File: src/rtl/reaction_timer_if.sv
// Purpose : bundles the reaction tester front-end signals (raw switch/button in,
//           synchronised start, status flags and reaction time out).
// Latency : none, wiring only; no backpressure, all signals are plain levels.
// Ports   : master = stimulus/display side, slave = reaction_timer side.
//           start_sw, react_btn   raw level inputs (master -> slave)
//           start, random_finish, react, react_exceed, t_react[31:0]
//                                 registered status outputs (slave -> master)
interface reaction_timer_if;
    logic        start_sw;
    logic        react_btn;
    logic        start;
    logic        random_finish;
    logic        react;
    logic [31:0] t_react;
    logic        react_exceed;

    modport master (
        output start_sw, react_btn,
        input  start, random_finish, react, t_react, react_exceed
    );

    modport slave (
        input  start_sw, react_btn,
        output start, random_finish, react, t_react, react_exceed
    );
endinterface

File: src/rtl/reaction_timer.sv
// Purpose : reaction tester front end; synchronises start/react, waits a random
//           delay, then times the press in ms and flags early presses/timeouts.
// Latency : start 2 cycles after start_sw, react 3 cycles after the raw press
//           edge; no backpressure, outputs are levels held until start drops.
// Ports   : clock, reset (async, active-high), bus (reaction_timer_if.slave).
// Option  : define REACT_DEBOUNCE_EN to filter the synchronised button over
//           DEBOUNCE_MS consecutive ms ticks.
module reaction_timer #(
    parameter int unsigned TICK_DIV         = 100000,
    parameter int unsigned MIN_DELAY_MS     = 1000,
    parameter int unsigned DELAY_RANGE_LOG2 = 11,
    parameter int unsigned TIMEOUT_MS       = 1000,
    parameter int unsigned DEBOUNCE_MS      = 10
) (
    input  logic             clock,
    input  logic             reset,
    reaction_timer_if.slave  bus
);
    localparam int unsigned TW = (TICK_DIV > 1) ? $clog2(TICK_DIV) : 1;
    localparam logic [TW-1:0] TICK_LAST = TW'(TICK_DIV - 1);

    typedef enum logic [2:0] {S_IDLE, S_WAIT, S_ARMED, S_EARLY, S_DONE} state_t;

    state_t        state_q, state_d;
    logic [1:0]    start_sync_q, start_sync_d;
    logic [1:0]    react_sync_q, react_sync_d;
    logic          start_prev_q, start_prev_d;
    logic          react_prev_q, react_prev_d;
    logic [15:0]   lfsr_q, lfsr_d;
    logic [TW-1:0] tick_cnt_q, tick_cnt_d;
    logic [31:0]   ms_cnt_q, ms_cnt_d;
    logic [31:0]   delay_q, delay_d;
    logic          random_finish_q, random_finish_d;
    logic          react_q, react_d;
    logic          react_exceed_q, react_exceed_d;
    logic [31:0]   t_react_q, t_react_d;

    logic start_lvl, react_lvl, react_evt, tick;

    assign start_lvl = start_sync_q[1];
    assign tick      = (tick_cnt_q == TICK_LAST);

`ifdef REACT_DEBOUNCE_EN
    // Filtered level only follows the synchroniser once it has held a new
    // value for DEBOUNCE_MS whole ticks; any return to the old level restarts.
    logic        db_lvl_q, db_lvl_d;
    logic [31:0] db_cnt_q, db_cnt_d;

    always_comb begin
        db_lvl_d = db_lvl_q;
        db_cnt_d = db_cnt_q;
        if (react_sync_q[1] == db_lvl_q) begin
            db_cnt_d = '0;
        end else if (tick) begin
            if (db_cnt_q + 32'd1 >= 32'(DEBOUNCE_MS)) begin
                db_lvl_d = react_sync_q[1];
                db_cnt_d = '0;
            end else begin
                db_cnt_d = db_cnt_q + 32'd1;
            end
        end
    end

    always_ff @(posedge clock or posedge reset) begin
        if (reset) begin
            db_lvl_q <= 1'b0;
            db_cnt_q <= '0;
        end else begin
            db_lvl_q <= db_lvl_d;
            db_cnt_q <= db_cnt_d;
        end
    end

    assign react_lvl = db_lvl_q;
`else
    assign react_lvl = react_sync_q[1];
`endif

    // Edge against a history flop that always tracks the level, so a button
    // already held when the test starts can never produce an event.
    assign react_evt = react_lvl & ~react_prev_q;

    always_comb begin
        start_sync_d    = {start_sync_q[0], bus.start_sw};
        react_sync_d    = {react_sync_q[0], bus.react_btn};
        start_prev_d    = start_lvl;
        react_prev_d    = react_lvl;
        lfsr_d          = lfsr_q[0] ? ((lfsr_q >> 1) ^ 16'hB400) : (lfsr_q >> 1);
        tick_cnt_d      = tick ? '0 : tick_cnt_q + TW'(1);
        state_d         = state_q;
        ms_cnt_d        = ms_cnt_q;
        delay_d         = delay_q;
        random_finish_d = random_finish_q;
        react_d         = react_q;
        react_exceed_d  = react_exceed_q;
        t_react_d       = t_react_q;

        // Realign the ms grid with the start of a test.
        if (start_lvl && !start_prev_q) begin
            tick_cnt_d = '0;
        end

        if (!start_lvl) begin
            state_d         = S_IDLE;
            ms_cnt_d        = '0;
            random_finish_d = 1'b0;
            react_d         = 1'b0;
            react_exceed_d  = 1'b0;
            t_react_d       = '0;
        end else begin
            case (state_q)
                S_IDLE: begin
                    state_d    = S_WAIT;
                    ms_cnt_d   = '0;
                    tick_cnt_d = '0;
                    delay_d    = 32'(MIN_DELAY_MS) + 32'(lfsr_q[DELAY_RANGE_LOG2-1:0]);
                end
                S_WAIT: begin
                    if (react_evt) begin
                        state_d = S_EARLY;
                        react_d = 1'b1;
                    end else if (tick) begin
                        ms_cnt_d = ms_cnt_q + 32'd1;
                        // Arm on the tick that brings the count to delay so the
                        // flag appears the very next cycle.
                        if (ms_cnt_q + 32'd1 >= delay_q) begin
                            state_d         = S_ARMED;
                            random_finish_d = 1'b1;
                            t_react_d       = '0;
                        end
                    end
                end
                S_ARMED: begin
                    if (react_evt) begin
                        state_d = S_DONE;
                        react_d = 1'b1;
                    end else if (t_react_q >= 32'(TIMEOUT_MS)) begin
                        state_d        = S_DONE;
                        react_exceed_d = 1'b1;
                    end else if (tick) begin
                        t_react_d = t_react_q + 32'd1;
                    end
                end
                default: ;
            endcase
        end
    end

    always_ff @(posedge clock or posedge reset) begin
        if (reset) begin
            state_q         <= S_IDLE;
            start_sync_q    <= '0;
            react_sync_q    <= '0;
            start_prev_q    <= 1'b0;
            react_prev_q    <= 1'b0;
            lfsr_q          <= 16'hACE1;
            tick_cnt_q      <= '0;
            ms_cnt_q        <= '0;
            delay_q         <= '0;
            random_finish_q <= 1'b0;
            react_q         <= 1'b0;
            react_exceed_q  <= 1'b0;
            t_react_q       <= '0;
        end else begin
            state_q         <= state_d;
            start_sync_q    <= start_sync_d;
            react_sync_q    <= react_sync_d;
            start_prev_q    <= start_prev_d;
            react_prev_q    <= react_prev_d;
            lfsr_q          <= lfsr_d;
            tick_cnt_q      <= tick_cnt_d;
            ms_cnt_q        <= ms_cnt_d;
            delay_q         <= delay_d;
            random_finish_q <= random_finish_d;
            react_q         <= react_d;
            react_exceed_q  <= react_exceed_d;
            t_react_q       <= t_react_d;
        end
    end

    assign bus.start         = start_lvl;
    assign bus.random_finish = random_finish_q;
    assign bus.react         = react_q;
    assign bus.react_exceed  = react_exceed_q;
    assign bus.t_react       = t_react_q;
endmodule

File: src/flat_wrapper.sv
// flat-port wrapper written by rule: the top's interface ports become plain ports
module reaction_timer_flat 
#(
    parameter int unsigned TICK_DIV         = 100000,
    parameter int unsigned MIN_DELAY_MS     = 1000,
    parameter int unsigned DELAY_RANGE_LOG2 = 11,
    parameter int unsigned TIMEOUT_MS       = 1000,
    parameter int unsigned DEBOUNCE_MS      = 10
)
  (clock, reset, bus_start_sw, bus_react_btn, bus_start, bus_random_finish, bus_react, bus_t_react, bus_react_exceed);
  reaction_timer_if bus_i ();
  input  logic clock;
  input  logic reset;
  input wire logic [$bits(bus_i.start_sw)-1:0] bus_start_sw;
  input wire logic [$bits(bus_i.react_btn)-1:0] bus_react_btn;
  output wire logic [$bits(bus_i.start)-1:0] bus_start;
  output wire logic [$bits(bus_i.random_finish)-1:0] bus_random_finish;
  output wire logic [$bits(bus_i.react)-1:0] bus_react;
  output wire logic [$bits(bus_i.t_react)-1:0] bus_t_react;
  output wire logic [$bits(bus_i.react_exceed)-1:0] bus_react_exceed;
  assign bus_i.start_sw = bus_start_sw;
  assign bus_i.react_btn = bus_react_btn;
  assign bus_start = bus_i.start;
  assign bus_random_finish = bus_i.random_finish;
  assign bus_react = bus_i.react;
  assign bus_t_react = bus_i.t_react;
  assign bus_react_exceed = bus_i.react_exceed;
  reaction_timer #(.TICK_DIV(TICK_DIV), .MIN_DELAY_MS(MIN_DELAY_MS), .DELAY_RANGE_LOG2(DELAY_RANGE_LOG2), .TIMEOUT_MS(TIMEOUT_MS), .DEBOUNCE_MS(DEBOUNCE_MS)) u_core (.clock(clock), .reset(reset), .bus(bus_i));
endmodule
File: config.mk
export PLATFORM = sky130hd
export DESIGN_NAME = reaction_timer_flat
export DESIGN_NICKNAME = d
export VERILOG_FILES = /design/src/rtl/reaction_timer_if.sv /design/src/rtl/reaction_timer.sv /design/src/flat_wrapper.sv
export SDC_FILE = /design/constraint.sdc
export NUM_CORES = 1
export LEC_CHECK = 0
export BUFFER_PORTS_ARGS = -buffer_cell sky130_fd_sc_hd__buf_2
export CAP_MARGIN = 20
export CORE_MARGIN = 2
export CORE_UTILIZATION = 57
export CTS_BUF_LIST = sky130_fd_sc_hd__clkbuf_2 sky130_fd_sc_hd__clkbuf_4 sky130_fd_sc_hd__clkbuf_8
export DETAILED_ROUTE_END_ITERATION = 8
export PLACE_DENSITY = 0.85
export REMOVE_ABC_BUFFERS = 1
export SLEW_MARGIN = 10
export SYNTH_ARGS = -nofsm -noshare
export SYNTH_HDL_FRONTEND = slang
export SYNTH_SLANG_ARGS = --single-unit
File: constraint.sdc
create_clock -name clock -period 3.7 [get_ports clock]
set_clock_uncertainty 0.15 [all_clocks]
set_input_delay 0 -clock clock [delete_from_list [all_inputs] [get_ports clock]]
set_output_delay 0 -clock clock [all_outputs]
set_load 0.005 [all_outputs]
* Word-level counts from Yosys, hierarchy flattened
Index checks and enable logic that the tools add are counted.
** Cells by class
- Add/sub/neg operators :: 4
- Order comparisons :: 2
- Equal/unequal tests :: 23
- Multiplexer cells :: 36
- Bitwise gates (word level) :: 3
- Reduce and logical (&&, ||, !) cells :: 11
** Operators with widths (number)
- 32-bit 2-to-1 mux :: 10
- 32-bit one-hot mux with 2 select lines :: 2
- 17-bit 2-to-1 mux :: 4
- 32-bit by 1-bit adder with 32-bit output, second input constant :: 2
- 32-bit by 10-bit >= comparator with 1-bit output, second input constant :: 1
- 32-bit >= comparator :: 1
- 3-bit != test, second input constant :: 8
- 3-bit 2-to-1 mux :: 6
- 17-bit by 1-bit adder with 17-bit output, second input constant :: 1
- 17-bit equality test, second input constant :: 1
- 16-bit 2-to-1 mux :: 1
- 2-bit != test, second input constant :: 8
- 4-bit != test, second input constant :: 4
- 10-bit by 11-bit adder with 12-bit output, first input constant :: 1
- 1-bit 2-to-1 mux :: 12
- 3-bit one-hot mux with 3 select lines :: 1
- 4-bit AND reduction :: 2
- 7-bit AND reduction :: 1
- 3-bit AND reduction :: 2
- 3-bit NOT with 4-bit output :: 1
- 2-bit AND reduction :: 2
- 3-bit by 1-bit equality test with 1-bit output, second input constant :: 1
- 3-bit by 2-bit equality test with 1-bit output, second input constant :: 1
- 3-bit zero test :: 1
- other kinds (5) :: 5
** Word-level totals
- Bits in registers :: 141
- Input port bits :: 4
- Output and inout bits :: 36
- Logic and storage cells :: 92

* Depth between registers and ports, before layout
- Depth after elaboration :: 7
- Depth in mapped cells :: 15
- Depth with buffers taken out :: 12

* Worst setup path after synthesis
OpenSTA, ideal clock, no wires.
- Path kind :: register to register
- Start :: register u_core.ms_cnt_q[0]
- End :: register u_core.t_react_q[0], in the netlist u_core.bus.t_react[0]
- Setup time :: 0.124 ns
- Arrival :: 3.806 ns
- Setup slack :: -0.380 ns
- Cell stages (with the launch flop) :: 14
- Path through :: dfrtp_1 -> ha_1 -> nand3_2 -> or3_1 -> clkbuf_1 -> xnor2_1 -> ha_1 -> nand4_1 -> a21oi_1 -> or4_1 -> a2111o_1 -> or4_4 -> a211o_2 -> mux2i_1
** On the way
- Cells in the longest elaborated chain, start to end :: 4
** Ends and longest elaborated chain
- start, declared :: RTL line reaction_timer.sv:31 : logic [31:0] ms_cnt_q, ms_cnt_d;
- start signal, assigned :: RTL line reaction_timer.sv:172 : ms_cnt_q <= ms_cnt_d;
- 32-bit by 1-bit adder with 32-bit output :: RTL line reaction_timer.sv:126 : if (ms_cnt_q + 32'd1 >= delay_q) begin
- 32-bit >= comparator :: RTL line reaction_timer.sv:126
- 3-bit != test (no source line)
- 7-bit AND reduction (no source line)
- end signal, assigned :: RTL line reaction_timer.sv:177 : t_react_q <= t_react_d;
- end, declared :: RTL line reaction_timer.sv:36 : logic [31:0] t_react_q, t_react_d;
No other way between the ends.
A chain may end at the register's enable or synchronous reset.

* Worst setup path after layout
Ends and elaborated chain as after synthesis.

==> flow_summary.json <==
{
  "status": "finished, violations left",
  "failed_checks": "setup timing",
  "min-delay-start": "bus_react_btn",
  "maxCapViolations": 0,
  "clk_latency_ns": 0.44,
  "fmax_ghz": 0.270,
  "finalPower_mw": 3.06,
  "synth_top_area_share_pct": 46.7,
  "cp.required_ns": 3.87,
  "yosys.cell_types.count": 54,
  "setup_slack_ns": -0.00603,
  "rows": 37,
  "fin_crit_ns": 3.71,
  "clkSinkCount": 121,
  "yosys_warnings": 0,
  "slew_headroom_pct": 41.7,
  "cts_tree": "yes",
  "clk_path_buf_depth": 2,
  "r2r_end": "u_core.bus.t_react[0]$_DFFE_PP0P_",
  "htree_num_levels": 4,
  "place_congestion": 0.922,
  "drv_slew": 0,
  "post-route-drc-count": 0,
  "via_count": 5010,
  "hpwlAfterDp_mm": 9.44,
  "cp_max_fo": 5,
  "ios": 40,
  "crit_path_top_delay_cell": "or4_4",
  "yosys.area_share.adder_pct": 3.51,
  "synth_area_leader_cell": "dfrtp_1",
  "wl_met3_um": 670,
  "top_layer": "met4",
  "routed_wl_mm": 14.3,
  "hold_class": "in2reg",
  "crit_type": "reg2reg",
  "dieHeight_um": 107,
  "syn_avg_cell_area_um2": 9.79,
  "nNetsFinal": 714,
  "dieArea_um2": 11500,
  "syn_area_um2": 6060,
  "final_cells": 842,
  "place_inst": 803,
  "crit_path_max_incr_delay_ns": 0.53,
  "cp.arrival_ns": 3.88,
  "worst_slew_pin_slew_ns": 0.872,
  "path_cells": "ha_2, nand3_2, or3_4, xnor2_1, ha_1, nand2_1, o21ai_1, or4_4, a2111o_1, or4_4, a211o_4, mux2i_1",
  "wl_per_cell_um": 17.0,
  "muxShareOfSynthArea_pct": 0.991,
  "firstDrtPassIters": 6,
  "cts.clk_slew.worst_paths_ns": 0.07,
  "synthToLayoutAreaGrowth_pct": 18.0,
  "grt_pass1_vias": 4975,
  "r2r_slack_ns": -0.006,
  "cts_buffers": 17,
  "hold_viol": 0,
  "hold-path-endpoint": "u_core.react_sync_q[0]$_DFF_PP0_",
  "wl_met2_mm": 7.29,
  "vias_per_cell": 5.95,
  "diodes": 0,
  "synth_top_family_by_area": "simple AND/OR/NAND/NOR gates",
  "power_leakage_nw": 3.59,
  "ir_worst_vdd_mv": 0.340,
  "port_buffers": 39,
  "grt_pass1_wl_mm": 23.5,
  "syn_inst": 619,
  "met1_length_mm": 6.03,
  "whs_path_depth": 2,
  "ys_seq_elements": 121,
  "finalSetupViolCount": 1,
  "antenna_found_initial": 0,
  "grt_max_degree": 67,
  "grtUsageTotal_pct": 26.1,
  "gr-total-overflow": 0,
  "r2r_cells": 12,
  "synth-compound-area-share_pct": 10.2,
  "root_buffer": "clkbuf_8",
  "cp_common_cell": "or4_4",
  "fp.coreArea_um2": 10300,
  "netlist_top_cells_area": "dfrtp_1, and3_1, o21ai_0, xor2_1, xnor2_1",
  "rsz0062_at_grt": "yes",
  "worst_r2r_startpoint": "u_core.ms_cnt_q[0]$_DFFE_PP0P_",
  "drtIter0Drc": 609,
  "synthSimpleGateAreaFrac_pct": 23.1,
  "dieWidth_um": 107,
  "start_util_pct": 58.7,
  "fin_crit_sh_pct": 100,
  "yosys.area_share.xor_xnor_pct": 7.81,
  "ant_nets": 0,
  "critPathCaptureType": "flip-flop",
  "p_per_area_nw_per_um2": 429,
  "ys_seq_area_share_pct": 50.1,
  "drive_gt1_share_pct": 21.2,
  "critPathLaunchType": "flip-flop"
}
## per-stage QoR
step                      worst slack, ns  area [um2]  setup TNS (ns)  utilization, %  hold WS [ns]
after floorplan                    -0.367        5890          -11.71               -        -0.119
after global placement             -0.152        6600           -1.90            64.0       -0.0402
after detailed placement           -0.327        6600           -7.43            64.0       -0.0386
after CTS                         -0.0113        7120         -0.0113            68.9        0.0400
after global routing               -0.111        7150           -1.31            69.3        0.0359
final                            -0.00603        7150        -0.00603            69.3        0.0431
## worst max-delay path: cells and delay by family (launching register included)
family	cells	cell delay, ns
AO/OA/AOI/OAI	3	0.75
XOR/XNOR	1	0.14
adder cells (fa/ha/maj)	2	0.51
flip-flops	1	0.42
multiplexers	1	0.13
AND/OR/NAND/NOR	5	1.49
## layer usage
layer | vias up | global-route usage (%)
met5 | - | 0
met4 | 0 | 10.6
met3 | 32 | 6.32
met2 | 164 | 43.6
met1 | 2481 | 32.7
li1 | 2333 | -
## layout make-up
type                    count  area [um2]
flip-flops and latches    121        3040
clock inverters            12         174
repair buffers             90         598
fillers                   744        3170
well taps                 136         170
multi-input cells         440        2820
inverters                  23        88.8
clock buffers              20         256
## cell usage after synthesis (all sizes together)
library cell    n
o41ai           3
clkbuf         22
dfrtp         113
o31ai           8
or3             7
dfstp           8
a2111o          1
nand2          52
a22o            6
dlygate4sd1     1
a21o            1
a21oi          16
nand2b          2
nand4          22
nor2b           1
nor4           12
o311ai          1
buf            12
xor2           28
and4            7
ha             17
a2111oi         2
inv            22
and3           45
o21ai          49
o211ai          2
or4             6
and2b           1
mux2i           6
o31a            1
a211o           2
nor3           12
and2            6
a31oi           4
xnor2          26
or2             2
nor2           57
clkinv          1
a211oi          2
a311oi          1
nor4b           2
nand3          28
a31o            1
a41oi           1
## cells in the final DEF, fill, tap and decap left out, types with 6 or more instances in the layout
cell	count
nor2_1	54
xnor2_1	24
xor2_1	28
or3_1	6
nand2_1	52
buf_2	39
o21ai_0	48
and2_1	6
a21oi_1	15
dfstp_2	8
ha_1	16
and3_1	45
o31ai_1	8
nand4_1	20
nor4_1	11
clkbuf_8	17
a22o_1	6
buf_4	47
dfrtp_1	113
inv_1	21
nor3_1	10
mux2i_1	6
nand3_1	27
and4_1	7
## worst max-delay path by stage
stage	startpoint	depth (start not counted)	to	slack, ns
after floorplan	u_core.ms_cnt_q[0]$_DFFE_PP0P_	12	u_core.bus.t_react[2]$_DFFE_PP0P_	-0.37
after global placement	u_core.ms_cnt_q[0]$_DFFE_PP0P_	12	u_core.bus.t_react[0]$_DFFE_PP0P_	-0.15
after detailed placement	u_core.ms_cnt_q[1]$_DFFE_PP0P_	12	u_core.bus.t_react[0]$_DFFE_PP0P_	-0.33
final	u_core.ms_cnt_q[0]$_DFFE_PP0P_	12	u_core.bus.t_react[0]$_DFFE_PP0P_	-0.006
after CTS	u_core.ms_cnt_q[0]$_DFFE_PP0P_	12	u_core.bus.t_react[0]$_DFFE_PP0P_	-0.01
after global routing	u_core.ms_cnt_q[7]$_DFFE_PP0P_	12	u_core.bus.t_react[0]$_DFFE_PP0P_	-0.11
## flip-flops by register name (all words and copies together), names as in the netlist
register / flops
u_core.bus.random_finish: 1
u_core.bus.react: 1
u_core.bus.react_exceed: 1
u_core.bus.t_react: 32
u_core.delay_q: 12
u_core.lfsr_q: 16
u_core.ms_cnt_q: 32
u_core.react_prev_q: 1
u_core.react_sync_q: 2
u_core.start_prev_q: 1
u_core.start_sync_q: 2
u_core.state_q: 3
u_core.tick_cnt_q: 17
## cell families (layout without fill, tap and decap cells)
group                    Yosys count  after routing
AND/OR/NAND/NOR                  262            262
flip-flops                       121            121
AO/OA/AOI/OAI                    101            101
buffers and inverters             58            145
XOR/XNOR                          54             54
adder cells (fa/ha/maj)           17             17
multiplexers                       6              6
## repair_timing
item	in CTS	in global routing
gates resized for setup	8	4
pin swaps	8	1
endpoints found under the setup margin	35	33
setup buffers	2	2
endpoints found under the hold margin	66	0
hold buffers	3	0
cloned	0	0
## power breakdown
group          switching (mW)  internal [mW]  total [mW]
clock                   0.536          0.755        1.29
combinational           0.240         0.0999       0.340
sequential             0.0597           1.37        1.43
(Power assumes the default switching activity.)
